File: config.mk
export PLATFORM = sky130hd
export DESIGN_NAME = seg_to_bcd_capture
export DESIGN_NICKNAME = d
export VERILOG_FILES = /design/src/rtl/seg_to_bcd_capture.sv
export SDC_FILE = /design/constraint.sdc
export NUM_CORES = 1
export LEC_CHECK = 0
export CAP_MARGIN = 20
export CORE_MARGIN = 2
export CORE_UTILIZATION = 40
export CTS_CLUSTER_DIAMETER = 200
export CTS_CLUSTER_SIZE = 14
export DETAILED_ROUTE_END_ITERATION = 8
export PLACE_DENSITY_LB_ADDON = 0.12
export SLEW_MARGIN = 0
export SYNTH_ARGS = -nofsm -noshare
export SYNTH_HDL_FRONTEND = slang
export SYNTH_SLANG_ARGS = --single-unit
export TNS_END_PERCENT = 20
File: constraint.sdc
create_clock -name clk -period 3.34 [get_ports clk]
set_clock_uncertainty 0.05 [all_clocks]
set_input_delay 0.668 -clock clk [delete_from_list [all_inputs] [get_ports clk]]
set_output_delay 0.668 -clock clk [all_outputs]
set_load 0.02 [all_outputs]
File: src/rtl/seg_to_bcd_capture.sv
// seg_to_bcd_capture: debounces a multiplexed 7-seg scan into a BCD frame; define SEG_BLANK_EN to decode all-off as a blank (4'hA).
module seg_to_bcd_capture #(
    parameter int STABLE_CYCLES = 4
) (
    input  logic        clk,
    input  logic        rst_n,
    input  logic [6:0]  seg,
    input  logic [2:0]  an,
    output logic [11:0] digits,
    output logic        valid,
    output logic        err,
    output logic        frame_done
);
    typedef enum logic [1:0] {IDLE, TRACK, HELD} state_t;
    localparam logic [3:0] STB = 4'(STABLE_CYCLES);
    state_t      state, state_nxt;
    logic [9:0]  smp, prv;
    logic [3:0]  cnt, cnt_nxt, cnt_inc, dec;
    logic [2:0]  cap, cap_or, cap_nxt, cap_bit, serr, serr_nxt;
    logic [11:0] sdig, sdig_nxt;
    logic        en_ok, same, capture, pub, dec_err;
    logic [1:0]  slot;
    function automatic logic [4:0] decode(input logic [6:0] s);
        case (s)
            7'b0000001: decode = 5'h00;
            7'b1001111: decode = 5'h01;
            7'b0010010: decode = 5'h02;
            7'b0000110: decode = 5'h03;
            7'b1001100: decode = 5'h04;
            7'b0100100: decode = 5'h05;
            7'b0100000: decode = 5'h06;
            7'b0001111: decode = 5'h07;
            7'b0000000: decode = 5'h08;
            7'b0001100: decode = 5'h09;
`ifdef SEG_BLANK_EN
            7'b1111111: decode = 5'h0A;
`endif
            default:    decode = 5'h1F;
        endcase
    endfunction
    always_comb begin
        {dec_err, dec} = decode(smp[6:0]);
        en_ok = (smp[9:7] == 3'b110) || (smp[9:7] == 3'b101) || (smp[9:7] == 3'b011);
        slot = (smp[9:7] == 3'b110) ? 2'd0 : (smp[9:7] == 3'b101) ? 2'd1 : 2'd2;
        same = smp == prv;
        cnt_inc = (cnt == 4'hF) ? cnt : cnt + 4'd1;
        state_nxt = state;
        cnt_nxt = cnt;
        capture = 1'b0;
        if (!en_ok) begin
            state_nxt = IDLE;
            cnt_nxt = 4'd0;
        end else if (state == IDLE || !same) begin
            state_nxt = TRACK;
            cnt_nxt = 4'd1;
        end else if (state == TRACK) begin
            cnt_nxt = cnt_inc;
            capture = cnt_inc == STB;
            state_nxt = capture ? HELD : TRACK;
        end
        cap_bit = capture ? (3'b001 << slot) : 3'b000;
        sdig_nxt = sdig;
        serr_nxt = serr;
        for (int i = 0; i < 3; i++) begin
            if (cap_bit[i]) begin
                sdig_nxt[i*4 +: 4] = dec;
                serr_nxt[i] = dec_err;
            end
        end
        cap_or = cap | cap_bit;
        pub = &cap_or;
        cap_nxt = pub ? 3'b000 : cap_or;
    end
    always_ff @(posedge clk or negedge rst_n) begin
        if (!rst_n) begin
            smp <= '1;
            prv <= '1;
            state <= IDLE;
            cnt <= 4'd0;
            cap <= 3'b000;
            sdig <= 12'h000;
            serr <= 3'b000;
            digits <= 12'h000;
            valid <= 1'b0;
            err <= 1'b0;
            frame_done <= 1'b0;
        end else begin
            smp <= {an, seg};
            prv <= smp;
            state <= state_nxt;
            cnt <= cnt_nxt;
            cap <= cap_nxt;
            sdig <= sdig_nxt;
            serr <= serr_nxt;
            frame_done <= pub;
            if (pub) begin
                digits <= sdig_nxt;
                err <= |serr_nxt;
                valid <= 1'b1;
            end
        end
    end
endmodule

Word-level counts from Yosys, hierarchy flattened --
Index checks and enable logic that the tools add are counted.
Cells by class: shift operators 1, muxes and demuxes 22, add/subtract/negate cells 1, reductions and logical operators 8, bitwise operators 1, equal/unequal tests 17
Operators with widths (number):
- 5-bit case mux with 10 select lines | 1
- 4-bit 2-to-1 mux | 7
- 7-bit by 4-bit == test with 1-bit output (second input constant) | 2
- 7-bit by 6-bit == test with 1-bit output (second input constant) | 2
- 7-bit == test (second input constant) | 2
- 2-bit 2-to-1 mux | 6
- 10-bit == test | 1
- 7-bit by 1-bit == test with 1-bit output (second input constant) | 1
- 7-bit by 3-bit == test with 1-bit output (second input constant) | 1
- 7-bit by 5-bit == test with 1-bit output (second input constant) | 1
- 7-bit zero test | 1
- 3-bit == test (second input constant) | 2
- 1-bit 2-to-1 mux | 6
- 3-bit 2-to-1 mux | 2
- 4-bit by 1-bit adder with 4-bit output (second input constant) | 1
- 4-bit by 3-bit == test with 1-bit output (second input constant) | 1
- 4-bit == test (second input constant) | 1
- 3-bit by 2-bit == test with 1-bit output (second input constant) | 1
- 1-bit logical OR | 3
- 3-bit by 1-bit != test with 1-bit output (second input constant) | 1
- 3-bit bitwise OR | 1
- 3-bit AND reduction | 1
- 3-bit OR reduction | 1
- 1-bit by 2-bit << shifter with 3-bit output (first input constant) | 1
- other kinds (3) | 3
Word-level totals: register bits after elaboration 59, input bits 12, output and inout port bits 15

Depth between registers and ports, before layout --
Gate-level depths: netlist of run 1.
depth after elaboration 10, gate-level depth with buffers 10

Worst setup path before layout of run 1 --
OpenSTA, ideal clock, no wires.
path type reg2reg, from reg smp[6], to reg err, cell stages (with the launch flop) 9, buffers on the path 2, data arrival time 2.588 ns, slack 0.572 ns, cells stage by stage dfstp_2 > buf_2 > xnor2_1 > nand4_1 > or4_1 > buf_6 > nor3_4 > mux2_2 > o41a_1
Between the ends: longest elaborated chain between the ends 8, elaborated cells between the ends (all ways) 23, those cells by class 10 x eq/ne; 7 x mux; 1 x bitwise; 5 x reduce/logical
Ends and longest elaborated chain:
- from (decl) | RTL line 17 | logic [9:0] smp, prv;
- from (signal assigned) | RTL line 88 | smp <= {an, seg};
- 10-bit == test | RTL line 45 | same = smp == prv;
- 1-bit zero test | RTL line 53 | end else if (state == IDLE || !same) begin
- 1-bit logical OR | RTL line 53
- 1-bit 2-to-1 mux | RTL line 53
- 1-bit 2-to-1 mux | RTL line 50 | if (!en_ok) begin
- 3-bit 2-to-1 mux | RTL line 61 | cap_bit = capture ? (3'b001 << slot) : 3'b000;
- 1-bit 2-to-1 mux * | RTL line 65 | if (cap_bit[i]) begin
- net serr_nxt[1] | RTL line 19 | logic [2:0] cap, cap_or, cap_nxt, cap_bit, serr, serr_nxt;
- 3-bit OR reduction * | RTL line 98 | err <= |serr_nxt;
- to (signal assigned) | RTL line 98
- to (decl) | RTL line 11 | output logic err,
Mark *: on every way through the listed nets, which the timed path passes. The rest lies on a longest branch. A chain may end at the register's enable or synchronous reset.

Final worst setup path of run 1 --
from reg smp[3], to reg err
The elaborated chain is that of the path after synthesis.

==> reports/metrics.csv, run 1 <==
stage,metric,value,unit
yosys,synth.top_cells.by_area,"dfrtp_1, dfstp_2, mux2_2",
floorplan,die_h,86.2,um
timing,period_minus_slack,3040,ps
global_route,grt_remaining_overflow,0,
yosys,async_reset_ff_share,100,%
global_route,grt_pass1_wl,8400,um
critical_path,max_stage_delay,780,ps
floorplan,die_w,86.2,um
yosys,syn_inst,205,
detailed_routing,drcViolationCount,0,
global_route,track_usage,15.0,%
clock_tree,hold_buffers,0,
global_route,grt_pass1_vias,1676,
layout,antenna_cells,0,
placement,place_area,0.00300,mm2
critical_path,worstPathRequired,3510,ps
global_route,antenna_found_initial,0,
timing,worstMarginPinSlew,720,ps
clock_tree,cts.reportedPaths.clkPinSlew,60,ps
critical_path,cp_top_family,simple AND/OR/NAND/NOR gates,
detailed_routing,totalWireLength,4890,um
detailed_routing,first_pass_iters,4,
critical_path,arrival,3210,ps
detailed_routing,vias,1698,
yosys,synth-main-ff-cell,dfrtp_1,
min_path,hp-class,in -> async,
timing,period_share,91.1,%
critical_path,crit_chain,xnor2_2 -> o2111ai_1 -> or4_1 -> nor3_4 -> mux2_2 -> o41a_1,
timing,relSlewSlack,52.0,%
power_and_ir_drop,power,1.57,mW
timing,timing.setup.tns,0,ps
yosys,synth_warnings,0,
clock_tree,cts_htree_levels,3,
yosys,netlist_area,0.00270,mm2
power_and_ir_drop,ir_drop,0.239,mV
floorplan,coreArea,0.00646,mm2
yosys,yosys-mux-area-fraction,10.0,%
placement,gp_routability_congestion,0.869,
timing,fin_ws,298,ps
clock_tree,postCtsResizedCells,0,
power_and_ir_drop,p_leak,1.37,nW
yosys,syn_area_per_cell,13.2,um2
critical_path,critPathLaunchType,flip-flop,
timing,grt_setup_unrepaired,no,
floorplan,io_pins,27,
timing,hold_viol,0,
placement,dp_slack,280,ps
clock_tree,cts_setup_buffers,0,
clock_tree,cts_tree,yes,
critical_path,crit_slowest_cell,or4_1,
timing,slew_viol_final,0,
yosys,ys_seq_elements,59,
timing,max_freq,0.329,GHz
clock_tree,numCtsBuffers,9,
yosys,yosysTopAreaCell,dfrtp_1,
timing,setup_viol,0,
job,maxCapViolCount,0,
layout,stdcell_area,0.00323,mm2
layout,nets,248,
power_and_ir_drop,p_per_area,486,mW/mm2
detailed_routing,viasPerCell,5.36,
floorplan,initial_core_util,41.8,%
yosys,synth_top_family_by_area,simple AND/OR/NAND/NOR gates,
yosys,yosysSeqAreaShare,55.6,%
yosys,synth_simple_gate_area_share,12.7,%
detailed_routing,wl_per_cell,15.4,um
yosys,synth.distinct_cells,58,
yosys,synth-edff-count,0,
yosys,synth-compound-area-share,12.1,%
clock_tree,clock_sinks,59,
clock_tree,clock_path_buffers,2,
yosys,synth_top_area_share,36.1,%
global_route,grt_max_degree,32,
yosys,synthXorXnorAreaFrac,5.47,%
layout,mostFrequentLayoutCells,"dfrtp_1, clkdlybuf4s50_1, dfstp_2, mux2_2, xnor2_1",
clock_tree,cts-root-buf,clkbuf_8,
detailed_routing,first_iter_violations,42,
layout,layout_commonest_cell,dfrtp_1,
floorplan,die_area,0.00743,mm2
critical_path,worst_setup_path_end_kind,flip-flop,
critical_path,worstSetupPathType,reg -> reg,
placement,portBuffers,26,
critical_path,cp_max_fo,10,
status,status,"finished, final reports clean",
layout,area_growth,19.6,%
layout,post-route-util,50.0,%
detailed_routing,ant_nets,0,
yosys,syn_nets,218,
placement,hpwlAfterDp,3440,um
layout,drive_above_1_share,32.5,%
clock_tree,clock_latency,340,ps
critical_path,path_buf_inv,0,
floorplan,rows,29,
yosys,synthAdderAreaFrac,0.463,%
Yosys cell counts (2+ instances only):
master	count
a31o_2	2
xnor2_1	13
a2bb2oi_2	3
or3b_2	2
dfstp_2	20
nor4bb_1	2
clkbuf_1	2
and2_1	3
xor2_1	2
or2_2	2
nor2_1	6
mux2_2	16
buf_6	3
a21oi_1	8
nor3_1	5
nand2b_1	2
nand4_1	2
dfrtp_1	39
nor3b_1	2
o22ai_1	4
nand2_1	6
inv_1	4
nand3_1	6
and3_1	3
mux2_4	6
nor2b_1	2
o21ai_0	6
a22oi_1	2
buf_2	3
state kept, by name (all words and copies together) (netlist names):
name        count
err             1
state           2
cap             3
serr            3
valid           1
frame_done      1
prv            10
sdig           12
digits         12
cnt             4
smp            10
power breakdown:
group	switching, mW	internal, mW	total [mW]
clock network	0.272	0.460	0.731
logic	0.0379	0.0384	0.0764
registers	0.0220	0.740	0.762
metrics by stage:
step                hold WS, ps  instances
floorplan                   302        205
global placement            346        301
detailed placement          346        301
CTS                         352        317
global route                365        317
finish                      336        317
final cells by class:
type                    count  area, um2
fillers                   567       3230
clock buffers              12        155
well taps                  77       96.3
clock inverters             4       72.6
repair buffers             28        283
inverters                   5       23.8
multi-input cells         132       1100
flip-flops and latches     59       1500
worst paths after layout:
path	startpoint	end	slack, ps	cells past startpoint
max	smp[3]	err	300	6
min reg2reg	smp[7]	prv[7]	350	0
min in group clk	smp[7]	prv[7]	350	0
min	rst_n	cnt[0]	340	1
max in group asynchronous	rst_n	prv[4]	2230	2
max reg2reg	smp[3]	err	300	6
kinds of logic (layout without fill, tap and decap cells):
logic type | Yosys count | count (layout)
fa+ha+maj | 1 | 1
buf+inv | 14 | 49
xor+xnor | 16 | 16
simple gates | 52 | 52
flops | 59 | 59
compound gates | 41 | 41
mux | 22 | 22
routing by layer:
layer / up-vias / global-route usage, % / part of all wire (%)
met1: 850 / 20.5 / 49
met5: - / 0 / 0
met2: 33 / 21.9 / 45
met3: 11 / 5.14 / 3.7
li1: 804 / - / -
met4: 0 / 6.11 / 2.4
Power figures use the tool's default switching activity.
==> run 2: changes to the inputs <==
--- a/config.mk
+++ b/config.mk
@@ -5,6 +5,7 @@
 export SDC_FILE = /design/constraint.sdc
 export NUM_CORES = 1
 export LEC_CHECK = 0
+export ABC_AREA = 1
 export CAP_MARGIN = 20
 export CORE_MARGIN = 2
 export CORE_UTILIZATION = 40
@@ -12,6 +13,7 @@
 export CTS_CLUSTER_SIZE = 14
 export DETAILED_ROUTE_END_ITERATION = 8
 export PLACE_DENSITY_LB_ADDON = 0.12
+export REMOVE_ABC_BUFFERS = 1
 export SLEW_MARGIN = 0
 export SYNTH_ARGS = -nofsm -noshare
 export SYNTH_HDL_FRONTEND = slang
==> run 2 against run 1 <==
  * Sequential power fell by 0.9%
  * Die area increased by 1.5%
  * Clock power is 9.8% lower
  * Routed wire length increased by 6.6%
  * Global-route usage rose by 1.2 points
  * Critical path depth is 8 higher
  * Non-clock buffer count unchanged
  * Worst setup slack better by 460 ps
  * Synthesized cell count increased by 57%
  * Count of clock-buffer cells in the layout fell by 3
  * Highest routed layer unchanged
==> reports/metrics.csv, run 2 <==
stage,metric,value,unit
clock_tree,clock_sinks,59,
timing,period_share,77.2,%
job,maxCapViolCount,0,
layout,top_regs,"digits x12, sdig x12",
detailed_routing,totalWireLength,5210,um
power_and_ir_drop,p_per_area,459,mW/mm2
power_and_ir_drop,power,1.51,mW
yosys,syn_inst,321,
yosys,yosysTopAreaCell,dfrtp_1,
yosys,synth_top_cells_by_count,"nand2_1, dfrtp_1, inv_1",
yosys,synth_warnings,0,
timing,hold_viol,0,
yosys,ys_seq_elements,59,
critical_path,crit_chain,ha_1 -> nand2_1 -> inv_2 -> nand2_1 -> o21ai_0 -> nor2_2 -> nand4_4 -> nor2_4 -> nand2_1 -> nand2_1 -> nand2_2 -> a21oi_4 -> nand2_1 -> nand2_1,
timing,slew_viol_final,0,
timing,setup_viol,0,
timing,relSlewSlack,62.2,%
layout,nets,369,
detailed_routing,vias,2037,
critical_path,rrSetupSlack,760,ps
critical_path,critPathLaunchType,flip-flop,
yosys,yosysSeqAreaShare,54.7,%
yosys,netlist_area,0.00274,mm2
clock_tree,cts_setup_buffers,0,
yosys,async_reset_ff_share,100,%
clock_tree,cts_tree,yes,
timing,grt_setup_unrepaired,no,
critical_path,worstPathRequired,3570,ps
detailed_routing,first_pass_iters,4,
timing,max_freq,0.388,GHz
status,status,"finished, final reports clean",
yosys,synth.top_cells.by_area,"dfrtp_1, dfstp_2, nand2_1",
clock_tree,numCtsBuffers,9,
critical_path,cp_max_fo,13,
yosys,synth-main-ff-cell,dfrtp_1,
layout,layout_commonest_cell,nand2_1,
layout,fillers,654,
floorplan,coreArea,0.00672,mm2
critical_path,worstSetupPathType,reg -> reg,
timing,worstMarginPinSlew,567,ps
critical_path,arrival,2810,ps
placement,hpwlAfterDp,3780,um
detailed_routing,wl_per_cell,11.8,um
layout,antenna_cells,0,
global_route,antenna_found_initial,0,
placement,gp_routability_congestion,0.857,
clock_tree,hold_buffers,0,
clock_tree,cts.reportedPaths.clkPinSlew,70,ps
layout,mostFrequentLayoutCells,"nand2_1, inv_1, dfrtp_1, clkdlybuf4s50_1, nor2_1",
critical_path,crit_slowest_cell,dfrtp_1,
power_and_ir_drop,p_leak,1.71,nW
detailed_routing,ant_nets,0,
layout,drive_above_1_share,18.3,%
global_route,track_usage,16.2,%
clock_tree,clock_latency,350,ps
critical_path,crit_top_cell,nand2_1,
timing,period_minus_slack,2580,ps
critical_path,worst_setup_path_end_kind,flip-flop,
detailed_routing,drcViolationCount,0,
yosys,syn_area_per_cell,8.55,um2
global_route,grt_remaining_overflow,0,
floorplan,rows,30,
floorplan,die_w,86.8,um
layout,area_growth,19.6,%
clock_tree,cts-root-buf,clkbuf_8,
floorplan,die_h,86.8,um
floorplan,io_pins,27,
floorplan,die_area,0.00754,mm2
yosys,synth-edff-count,0,
clock_tree,clock_path_buffers,2,
clock_tree,cts_htree_levels,3,
placement,portBuffers,26,
yosys,synth.distinct_cells,35,
floorplan,initial_core_util,40.8,%
global_route,grt_max_degree,26,
critical_path,max_stage_delay,430,ps
yosys,synth_top_area_share,35.6,%
timing,timing.setup.tns,0,ps
clock_tree,postCtsResizedCells,0,
detailed_routing,first_iter_violations,54,
global_route,grt_pass1_vias,2019,
power_and_ir_drop,ir_drop,0.223,mV
global_route,grt_pass1_wl,9320,um
detailed_routing,viasPerCell,4.62,
yosys,yosysMostFrequentCell,nand2_1,
min_path,hp-class,in -> async,
## run 2: changes by cell type after synthesis, moves of 4 or more
cell / delta
nand2_1: +103
inv_1: +35
mux2_2: -16
nor2_1: +16
xnor2_1: -12
nand3_1: +10
o21ai_1: +9
inv_2: +8
mux2_4: -6
nor2_2: +5
a21oi_1: +4
o22ai_1: -4
## run 2: power by group
part	total, mW	internal [mW]	switching, mW
combinational	0.0924	0.0330	0.0593
sequential	0.755	0.739	0.0155
clock	0.659	0.348	0.311
total	1.51	1.12	0.386
## run 2: kinds of logic after synthesis
kind of cell / synth area share, %
compound gates: 7.34
simple gates: 29.0
flops: 54.7
xor+xnor: 0.639
fa+ha+maj: 0.456
buf+inv: 7.89
## run 2: metal layers
| metal | global-route usage [%] | vias up | routed length (um) | share of wire (%) |
|---|---|---|---|---|
| li1 | - | 1070 | - | - |
| met1 | 22.2 | 925 | 2580 | 49 |
| met2 | 23.5 | 36 | 2360 | 45 |
| met3 | 4.57 | 6 | 186 | 3.6 |
| met4 | 7.81 | 0 | 85 | 1.6 |
| met5 | 0 | - | 0 | 0 |
## run 2: final cells by class
cell class	instances	area [um2]	area share (%)
timing repair buffer	28	270	8.23
tap	80	100	3.05
inverter	49	184	5.60
clock buffer	9	124	3.77
clock inverter	7	76.3	2.33
multi-input combinational	209	1030	31.3
sequential	59	1500	45.7
## run 2: stage by stage
step                hold WS [ps]  area, um2  utilization [%]  setup slack, ps  std cells
CTS                          268       3280             48.8              745        441
floorplan                    317       2710                -             1130        317
detailed placement           324       3080             45.9              773        425
global route                 291       3280             48.8              426        441
finish                       260       3280             48.8              763        441
global placement             325       3080             45.9              825        425
## run 2: final timing paths
path | end | cells past startpoint | start
setup / recovery | digits[9] | 14 | cnt[0]
hold / removal | cnt[3] | 1 | rst_n
setup reg to reg | digits[9] | 14 | cnt[0]
hold reg to reg | prv[9] | 0 | smp[9]
max in group asynchronous | prv[5] | 2 | rst_n
min in group clk | prv[9] | 0 | smp[9]
## run 2: worst max-delay path, delay by kind of cell (launching register included)
kind,cells,cell delay (ps)
fa+ha+maj,1,230
buf+inv,1,50
flops,1,430
simple gates,10,1310
compound gates,2,440
